**config.mk**
```make
export PLATFORM = sky130hd
export DESIGN_NAME = path_stack_reader_flat
export DESIGN_NICKNAME = d
export VERILOG_FILES = /design/src/rtl/path_stack_reader_if.sv /design/src/rtl/path_stack_reader.sv /design/src/flat_wrapper.sv
export SDC_FILE = /design/constraint.sdc
export NUM_CORES = 2
export LEC_CHECK = 0
export BUFFER_PORTS_ARGS = -buffer_cell sky130_fd_sc_hd__buf_2
export CAP_MARGIN = 20
export CORE_ASPECT_RATIO = 1.2
export CORE_MARGIN = 5
export CORE_UTILIZATION = 40
export DETAILED_ROUTE_END_ITERATION = 10
export PLACE_DENSITY = 0.65
export SYNTH_ARGS = -nofsm -noshare
export SYNTH_HDL_FRONTEND = slang
export SYNTH_SLANG_ARGS = --single-unit
```
**constraint.sdc**
```tcl
create_clock -name clk -period 11.7 [get_ports clk]
set_clock_uncertainty 0.2 [all_clocks]
set_input_delay 2.34 -clock clk [delete_from_list [all_inputs] [get_ports clk]]
set_output_delay 2.34 -clock clk [all_outputs]
set_load 0.005 [all_outputs]
```
**src/rtl/path_stack_reader_if.sv**
```systemverilog
`default_nettype none
// ============================================================================
// Module      : path_stack_reader_if
// Description : Bundle between the maze-solver controller (master) and the
//               location stack / path replayer (slave).
//               master drives push/pop/locIn/done/pathReady.
//               slave drives the stack status, the path stream and the
//               sticky error flags.
// Revision    : 1.0 - initial release
// ============================================================================
interface path_stack_reader_if #(
    parameter int LOC_W = 8
);
    // stack side
    logic             push;
    logic             pop;
    logic [LOC_W-1:0] locIn;
    logic [LOC_W-1:0] topLoc;
    logic             empStck;
    logic             full;
    // replay side
    logic             done;
    logic [LOC_W-1:0] pathLoc;
    logic             pathValid;
    logic             pathReady;
    logic             pathLast;
    logic             replayDone;
    // sticky error flags
    logic             errOvf;
    logic             errUnf;
    logic             errProto;

    modport master (
        output push, pop, locIn, done, pathReady,
        input  topLoc, empStck, full, pathLoc, pathValid, pathLast,
               replayDone, errOvf, errUnf, errProto
    );

    modport slave (
        input  push, pop, locIn, done, pathReady,
        output topLoc, empStck, full, pathLoc, pathValid, pathLast,
               replayDone, errOvf, errUnf, errProto
    );
endinterface
`default_nettype wire

```
**src/rtl/path_stack_reader.sv**
```systemverilog
`default_nettype none
// ============================================================================
// Module      : path_stack_reader
// Description : Location stack fed by the maze-solver controller. Stores
//               pushed cell locations, drops them on pop, and on `done`
//               replays the stored path bottom-to-top over a valid/ready
//               stream, then clears itself.
// Ports       : clk  - rising-edge clock
//               rst  - asynchronous active-low reset
//               bus  - path_stack_reader_if.slave (push/pop/locIn/topLoc/
//                      empStck/full, done/pathLoc/pathValid/pathReady/
//                      pathLast/replayDone, errOvf/errUnf/errProto)
// Revision    : 1.0 - initial release
// ============================================================================
module path_stack_reader #(
    parameter int LOC_W = 8,
    parameter int DEPTH = 256,
    parameter int PTR_W = 9
) (
    input  logic                     clk,
    input  logic                     rst,
    path_stack_reader_if.slave       bus
);

    localparam int ADDR_W = $clog2(DEPTH);

    localparam logic [1:0] S_IDLE   = 2'd0;
    localparam logic [1:0] S_REPLAY = 2'd1;
    localparam logic [1:0] S_FINISH = 2'd2;

    localparam logic [PTR_W-1:0]  c_SP_ZERO  = '0;
    localparam logic [PTR_W-1:0]  c_SP_ONE   = PTR_W'(1);
    localparam logic [PTR_W-1:0]  c_SP_DEPTH = PTR_W'(DEPTH);
    localparam logic [ADDR_W-1:0] c_ADDR_ONE = ADDR_W'(1);

    logic [1:0]        r_state;
    logic [1:0]        w_state_next;
    logic [PTR_W-1:0]  r_sp;
    logic [PTR_W-1:0]  r_idx;
    logic [LOC_W-1:0]  r_path_loc;
    logic              r_path_valid;
    logic              r_path_last;
    logic              r_err_ovf;
    logic              r_err_unf;
    logic              r_err_proto;
    logic [LOC_W-1:0]  r_mem [DEPTH];

    logic              w_empty;
    logic              w_full;
    logic [ADDR_W-1:0] w_top_addr;
    logic [LOC_W-1:0]  w_top_loc;
    logic              w_idle_op;
    logic              w_hs;
    logic [PTR_W-1:0]  w_idx_next;
    logic              w_wr_en;
    logic [ADDR_W-1:0] w_wr_addr;
    logic              w_replay_done;

    assign w_empty    = (r_sp == c_SP_ZERO);
    assign w_full     = (r_sp == c_SP_DEPTH);
    // When sp == DEPTH the low bits wrap to 0, so sp-1 still lands on DEPTH-1.
    assign w_top_addr = r_sp[ADDR_W-1:0] - c_ADDR_ONE;
    assign w_top_loc  = w_empty ? '0 : r_mem[w_top_addr];
    // Stack operations only act in IDLE and only when done is not pending.
    assign w_idle_op  = (r_state == S_IDLE) && !bus.done;
    assign w_hs       = r_path_valid && bus.pathReady;
    assign w_idx_next = r_idx + c_SP_ONE;

    // Write port: push+pop on a non-empty stack overwrites the top entry,
    // otherwise a push (or push+pop on empty) appends at sp.
    always_comb begin
        w_wr_en   = 1'b0;
        w_wr_addr = r_sp[ADDR_W-1:0];
        if (w_idle_op && bus.push) begin
            if (bus.pop && !w_empty) begin
                w_wr_en   = 1'b1;
                w_wr_addr = w_top_addr;
            end else if (!w_full) begin
                w_wr_en   = 1'b1;
            end
        end
    end

    // Storage is deliberately not reset.
    always_ff @(posedge clk) begin
        if (w_wr_en) begin
            r_mem[w_wr_addr] <= bus.locIn;
        end
    end

    // ---------------- FSM: state register ----------------
    always_ff @(posedge clk or negedge rst) begin
        if (!rst) begin
            r_state <= S_IDLE;
        end else begin
            r_state <= w_state_next;
        end
    end

    // ---------------- FSM: next-state logic ----------------
    always_comb begin
        w_state_next = r_state;
        case (r_state)
            S_IDLE: begin
                if (bus.done) begin
                    w_state_next = w_empty ? S_FINISH : S_REPLAY;
                end
            end
            S_REPLAY: begin
                if (w_hs && r_path_last) begin
                    w_state_next = S_FINISH;
                end
            end
            S_FINISH: begin
                w_state_next = S_IDLE;
            end
            default: begin
                w_state_next = S_IDLE;
            end
        endcase
    end

    // ---------------- FSM: output logic ----------------
    always_comb begin
        w_replay_done = (r_state == S_FINISH);
    end

    // ---------------- Datapath: pointer, replay stream, error flags --------
    always_ff @(posedge clk or negedge rst) begin
        if (!rst) begin
            r_sp         <= c_SP_ZERO;
            r_idx        <= c_SP_ZERO;
            r_path_loc   <= '0;
            r_path_valid <= 1'b0;
            r_path_last  <= 1'b0;
            r_err_ovf    <= 1'b0;
            r_err_unf    <= 1'b0;
            r_err_proto  <= 1'b0;
        end else begin
            case (r_state)
                S_IDLE: begin
                    if (bus.done) begin
                        // done wins over any stack operation in the same cycle
                        if (bus.push || bus.pop) begin
                            r_err_proto <= 1'b1;
                        end
                        if (!w_empty) begin
                            r_idx        <= c_SP_ZERO;
                            r_path_loc   <= r_mem[{ADDR_W{1'b0}}];
                            r_path_valid <= 1'b1;
                            r_path_last  <= (r_sp == c_SP_ONE);
                        end
                    end else if (bus.push && bus.pop) begin
                        // replace-top keeps depth; on empty it is a plain push
                        if (w_empty) begin
                            r_sp <= r_sp + c_SP_ONE;
                        end
                    end else if (bus.push) begin
                        if (!w_full) begin
                            r_sp <= r_sp + c_SP_ONE;
                        end else begin
                            r_err_ovf <= 1'b1;
                        end
                    end else if (bus.pop) begin
                        if (!w_empty) begin
                            r_sp <= r_sp - c_SP_ONE;
                        end else begin
                            r_err_unf <= 1'b1;
                        end
                    end
                end
                S_REPLAY: begin
                    if (bus.push || bus.pop) begin
                        r_err_proto <= 1'b1;
                    end
                    if (w_hs) begin
                        if (r_path_last) begin
                            r_path_valid <= 1'b0;
                            r_path_last  <= 1'b0;
                        end else begin
                            r_idx       <= w_idx_next;
                            r_path_loc  <= r_mem[w_idx_next[ADDR_W-1:0]];
                            r_path_last <= ((w_idx_next + c_SP_ONE) == r_sp);
                        end
                    end
                end
                S_FINISH: begin
                    r_sp <= c_SP_ZERO;
                end
                default: begin
                    r_sp <= c_SP_ZERO;
                end
            endcase
        end
    end

    assign bus.topLoc     = w_top_loc;
    assign bus.empStck    = w_empty;
    assign bus.full       = w_full;
    assign bus.pathLoc    = r_path_loc;
    assign bus.pathValid  = r_path_valid;
    assign bus.pathLast   = r_path_last;
    assign bus.replayDone = w_replay_done;
    assign bus.errOvf     = r_err_ovf;
    assign bus.errUnf     = r_err_unf;
    assign bus.errProto   = r_err_proto;

endmodule
`default_nettype wire
```
**src/flat_wrapper.sv**
```systemverilog
// flat-port wrapper written by rule: the top's interface ports become plain ports
module path_stack_reader_flat 
#(
    parameter int LOC_W = 8,
    parameter int DEPTH = 256,
    parameter int PTR_W = 9
)
  (clk, rst, bus_push, bus_pop, bus_locIn, bus_done, bus_pathReady, bus_topLoc, bus_empStck, bus_full, bus_pathLoc, bus_pathValid, bus_pathLast, bus_replayDone, bus_errOvf, bus_errUnf, bus_errProto);
  path_stack_reader_if #(.LOC_W(LOC_W)) bus_i ();
  input  logic clk;
  input  logic rst;
  input wire logic [$bits(bus_i.push)-1:0] bus_push;
  input wire logic [$bits(bus_i.pop)-1:0] bus_pop;
  input wire logic [$bits(bus_i.locIn)-1:0] bus_locIn;
  input wire logic [$bits(bus_i.done)-1:0] bus_done;
  input wire logic [$bits(bus_i.pathReady)-1:0] bus_pathReady;
  output wire logic [$bits(bus_i.topLoc)-1:0] bus_topLoc;
  output wire logic [$bits(bus_i.empStck)-1:0] bus_empStck;
  output wire logic [$bits(bus_i.full)-1:0] bus_full;
  output wire logic [$bits(bus_i.pathLoc)-1:0] bus_pathLoc;
  output wire logic [$bits(bus_i.pathValid)-1:0] bus_pathValid;
  output wire logic [$bits(bus_i.pathLast)-1:0] bus_pathLast;
  output wire logic [$bits(bus_i.replayDone)-1:0] bus_replayDone;
  output wire logic [$bits(bus_i.errOvf)-1:0] bus_errOvf;
  output wire logic [$bits(bus_i.errUnf)-1:0] bus_errUnf;
  output wire logic [$bits(bus_i.errProto)-1:0] bus_errProto;
  assign bus_i.push = bus_push;
  assign bus_i.pop = bus_pop;
  assign bus_i.locIn = bus_locIn;
  assign bus_i.done = bus_done;
  assign bus_i.pathReady = bus_pathReady;
  assign bus_topLoc = bus_i.topLoc;
  assign bus_empStck = bus_i.empStck;
  assign bus_full = bus_i.full;
  assign bus_pathLoc = bus_i.pathLoc;
  assign bus_pathValid = bus_i.pathValid;
  assign bus_pathLast = bus_i.pathLast;
  assign bus_replayDone = bus_i.replayDone;
  assign bus_errOvf = bus_i.errOvf;
  assign bus_errUnf = bus_i.errUnf;
  assign bus_errProto = bus_i.errProto;
  path_stack_reader #(.LOC_W(LOC_W), .DEPTH(DEPTH), .PTR_W(PTR_W)) u_core (.clk(clk), .rst(rst), .bus(bus_i));
endmodule
```
# Word level (Yosys, flattened, before mapping)
# Memories as Yosys holds them, arrays and structs flattened.
# Cells that the tools add are included.
# Widths: inputs -> output; s select.
# word_totals
regBits,33
ram_bits,2048
input_bits,14
out_inout_bits,24
wordCells,98
n_memories,1
# op_classes
addsub,5
eq_ne,16
n_mux,43
n_bitwise,4
reduce_logical,20
# memory_table
name,depth,width,rd,rd_ports_with_merged_regs,wr,line,source
u_core.r_mem,256,8,3,0,1,path_stack_reader.sv:46,logic [LOC_W-1:0] r_mem [DEPTH];
# ops
operator,count
$mux 9,11
$mux 8,7
$pmux 9 s2,2
$add 9x1->9 const B,3
$pmux 8 s2,1
$mux 1,15
$reduce_and 5->1,3
$ne 4x4->1 const B,3
$reduce_and 6->1,2
$eq 9x1->1 const B,1
$eq 9x9->1,1
$eq 9x9->1 const B,1
$logic_not 9->1,1
$sub 9x1->9 const B,1
$ne 2x2->1 const B,4
$sub 8x1->8 const B,1
$logic_and 1x1->1,6
$mux 2,3
$ne 2x1->1 const B,3
$pmux 1 s2,3
$not 1->1,4
$pmux 2 s2,1
$reduce_and 2->1,2
$reduce_and 4->1,1
7 further kinds,8

# Longest topological paths before layout
# logic_depth
depth_word,7
depth_mapped,18
ltp_nobuf,10

# Worst setup path after synthesis
# OpenSTA, ideal clock, no wires.
# synth_path
path_type,register -> output
startpoint,reg u_core.r_sp[0]
endpoint,out bus_topLoc[5]
arrival_time_ns,3.259
required_time_ns,9.160
setup_slack_ns,5.901
path_stages_with_launch,13
path_buffers,4
path_cell_list,dfrtp_1 > buf_2 > inv_1 > ha_1 > clkbuf_1 > buf_1 > clkbuf_1 > mux4_2 > mux4_2 > mux2i_1 > o22ai_1 > nor4_1 > nor2_1
# synth_between
elab_chain_cells,3
word_cells_on_any_way,4
cone_classes,add/sub (1); mux (1); reduce/logical (1); memory (1)
# synth_rtl
item,line,source
"start, declared",path_stack_reader.sv:38,logic [PTR_W-1:0] r_sp;
"start signal, assigned",path_stack_reader.sv:131,r_sp <= c_SP_ZERO;
"start signal, assigned",path_stack_reader.sv:156,r_sp <= r_sp + c_SP_ONE;
"start signal, assigned",path_stack_reader.sv:160,r_sp <= r_sp + c_SP_ONE;
$sub 8x1->8,path_stack_reader.sv:62,assign w_top_addr = r_sp[ADDR_W-1:0] - c_ADDR_ONE;
$mem_v2 256x8,--,
$mux 8 (*),path_stack_reader.sv:63,assign w_top_loc = w_empty ? '0 : r_mem[w_top_addr];
"end, declared",flat_wrapper.sv:17,output wire logic [$bits(bus_i.topLoc)-1:0] bus_topLoc;
# Mark *: on every way between the ends. The rest lies on a longest branch, timed or not.

# Worst setup path in the final report
# layout_path
startpoint,reg u_core.r_sp[0]
endpoint,out bus_topLoc[2]
# Same word-level chain as after synthesis.

==> qor.yml <==
status:
  outcome: "complete, no violations"
pwr:
  p_leak_nw: 33.5
  vdd_ir_drop_max_mv: 0.579
  power_density_nw_per_um2: 257
yosys:
  synth_area_um2: 98400
  synth_edf_count: 2048
  ys_ff_latch: 2081
  yosysTopAreaCell: "edfxtp_1"
  synthArstFlopShare: 0.0159
  syn_nets: 5319
  synth_cell_types: 72
  ys_seq_area_frac: 0.633
  netlist.area_leader.share: 0.625
  synthCells: 5298
  yosysWarnings: 0
  synthTopCellsByArea: "edfxtp_1, mux4_2, nand2_1"
  post-synth-top-count-cell: "edfxtp_1"
  syn_avg_cell_area_um2: 18.6
  ys.flop_type: "edfxtp_1"
  yosys-top-cells-count: "edfxtp_1, mux4_2, nand2_1"
worst_setup_path:
  worst_path_largest_cell_delay_ns: 0.97
  path_max_fanout: 132
  crit_required_ns: 9.16
  crit_path_end: "bus_topLoc[2]"
  cp-startpoint: "u_core.r_sp[0]"
  r2r_setup_slack_ns: 4.24
  arrival_ns: 6.67
  r2r_end: "u_core.bus.pathLoc[6]"
  end_kind: "output pin"
  critical_path_class: "register to output pin"
  reg2reg_depth: 12
  critPathLaunchType: "register"
  crit_family: "multiplexers"
  crit_path_cell_trace: "inv_1, ha_4, buf_12, mux4_2, mux4_2, mux2i_1, o22ai_1, nor4_2, nor2_1, buf_2"
  cp_slowest_cell: "dfrtp_4"
  cp_num_cells: 10
  reg2reg_from: "u_core.r_idx[0]"
  worst-path-buf-inv: 3
  cp_common_cell: "mux4_2"
routing:
  drt-initial-drc-count: 8108
  vias_per_cell: 6.61
  first_pass_iters: 8
  antenna_left: 0
  vias: 57639
  drc: 0
  wl_per_cell_um: 36.3
  finalWirelength_um: 317000
floorplan:
  pin_count: 38
  die_h_um: 553
  rows: 199
  core-area_um2: 245000
  initial_utilization: 0.402
  die_area_um2: 256000
  die-width_um: 463
timing:
  setup_viol: 0
  tightest_slew_ns: 1.24
  slew_headroom: 0.168
  post-route-period-util: 0.787
  setup-tns-final_ns: 0
  rsz0062_at_grt: "false"
  hold_viol: 0
  fmax_mhz: 109
  layout_min_cycle_time_ns: 9.21
  timing.final.max_slew_violations: 0
global_routing:
  grtUsageTotal: 0.242
  grt_max_degree: 166
  grt_overflow: 0
  first_global_vias: 57937
  antenna_found_initial: 12
  grt_pass1_wl_um: 445000
layout:
  layout.nets: 5350
  drive_gt1_frac: 0.313
  regArea_um2: 62300
  multi_input_area_um2: 34300
  final_cell_area_um2: 110000
  syn_to_final_growth_pct: 11.3
  fillCellCount: 20692
  postLayoutCoreUtil: 0.447
clock_tree:
  clk_pin_slew_worst_paths_ns: 0.07
  cts_tree: "built"
  root_buffer: "clkbuf_16"
  cts_max_level: 4
  cts_resized: 0
  clock-sinks: 2081
  clkLatencyLatePin_ns: 0.88
  numCtsBuffers: 207
  ctsHoldBuffers: 0
  clockBufferDepth: 4
  cts_setup_buffers: 0
placed_design:
  port_buffers: 37
  place_congestion: 0.944
  placed_cell_area_um2: 103000
  detailed_place_hpwl_um: 197000
min_path:
  hp-class: "register to register"
run:
  max_cap_violations: 0
-- per-layer routing --
metal  track usage  up-vias  routed length [um]
li1              -    22323                   -
met1         0.301    30586              110000
met2         0.391     3868              152000
met3        0.0502      856               32200
met4         0.146        6               22700
met5             0        -                  42
-- worst min-delay path by stage --
stage | from | end | slack, ns | cells past startpoint
finish | u_core.bus.errUnf | u_core.bus.errUnf | 0.30 | 1
detailed placement | u_core.bus.errUnf | u_core.bus.errUnf | 0.27 | 1
CTS | u_core.bus.errUnf | u_core.bus.errUnf | 0.30 | 1
floorplan | u_core.bus.errOvf | u_core.bus.errOvf | 0.25 | 1
global route | u_core.bus.errUnf | u_core.bus.errUnf | 0.31 | 1
global placement | u_core.bus.errUnf | u_core.bus.errUnf | 0.25 | 1
-- worst reg2reg max path, cell delays in order, from the launching register on --
cell     delay [ns]
dfrtp_4        1.07
buf_4          0.74
ha_1           0.53
xor2_4         0.82
buf_12         0.67
buf_12         0.77
mux4_2         0.66
nand2_1        0.08
a21oi_1        0.10
nor4_2         0.85
o41ai_2        0.46
a21oi_1        0.25
o41ai_1        0.10
-- power by group --
group          internal, mW  switching [mW]  leakage, nW
sequential             8.22           0.173         18.8
combinational          5.48            7.54         11.4
clock                  3.80            2.90         3.22
total                  17.5            10.6         33.5
-- cells by family (layout without fill, tap and decap cells) --
kind of cell,after synthesis,in the layout,share of synthesized area
flops,2081,2081,0.633
mux,1257,1257,0.268
simple gates,1141,1141,0.0500
buf+inv,436,634,0.0213
compound gates,337,337,0.0234
xor+xnor,39,39,0.00362
fa+ha+maj,7,7,0.000890
other cells,0,7,0
-- per-stage QoR --
step | total power [mW] | hold slack (ns) | setup slack, ns | std cells
5_1_grt | 28.9 | 0.309 | 2.41 | 8713
3_5_place_dp | 21.4 | 0.271 | 3.64 | 8315
2_1_floorplan | 16.7 | 0.251 | 5.90 | 5298
3_3_place_gp | 21.3 | 0.249 | 3.61 | 8282
4_1_cts | 28.0 | 0.296 | 2.69 | 8691
6_report | 28.1 | 0.297 | 2.49 | 8719
-- flip-flops by register name, summed over array words and instances, names as in the netlist, 2 cells and up --
name / cells
u_core.r_mem: 2048
u_core.r_idx: 9
u_core.r_sp: 9
u_core.bus.pathLoc: 8
u_core.r_state: 2
-- placed cells by master, fill, tap and decap left out, drive strengths merged, types with 33 or more instances in the layout --
master	instances
clkbuf	264
nor2	307
clkinv	83
mux4	1101
dfrtp	33
nand2	513
buf	240
a21oi	51
nand3	168
edfxtp	2048
o22ai	48
a31oi	67
mux2i	155
o21ai	42
-- final cells by class --
type	count	share of cell area
clock inverter	121	0.0112
antenna	7	0.000160
timing repair buffer	249	0.0203
sequential	2081	0.569
clock buffer	255	0.0495
tap	3216	0.0367
multi-input combinational	2781	0.313
inverter	9	0.000308
Note: power is estimated with default switching activity, not from simulation.
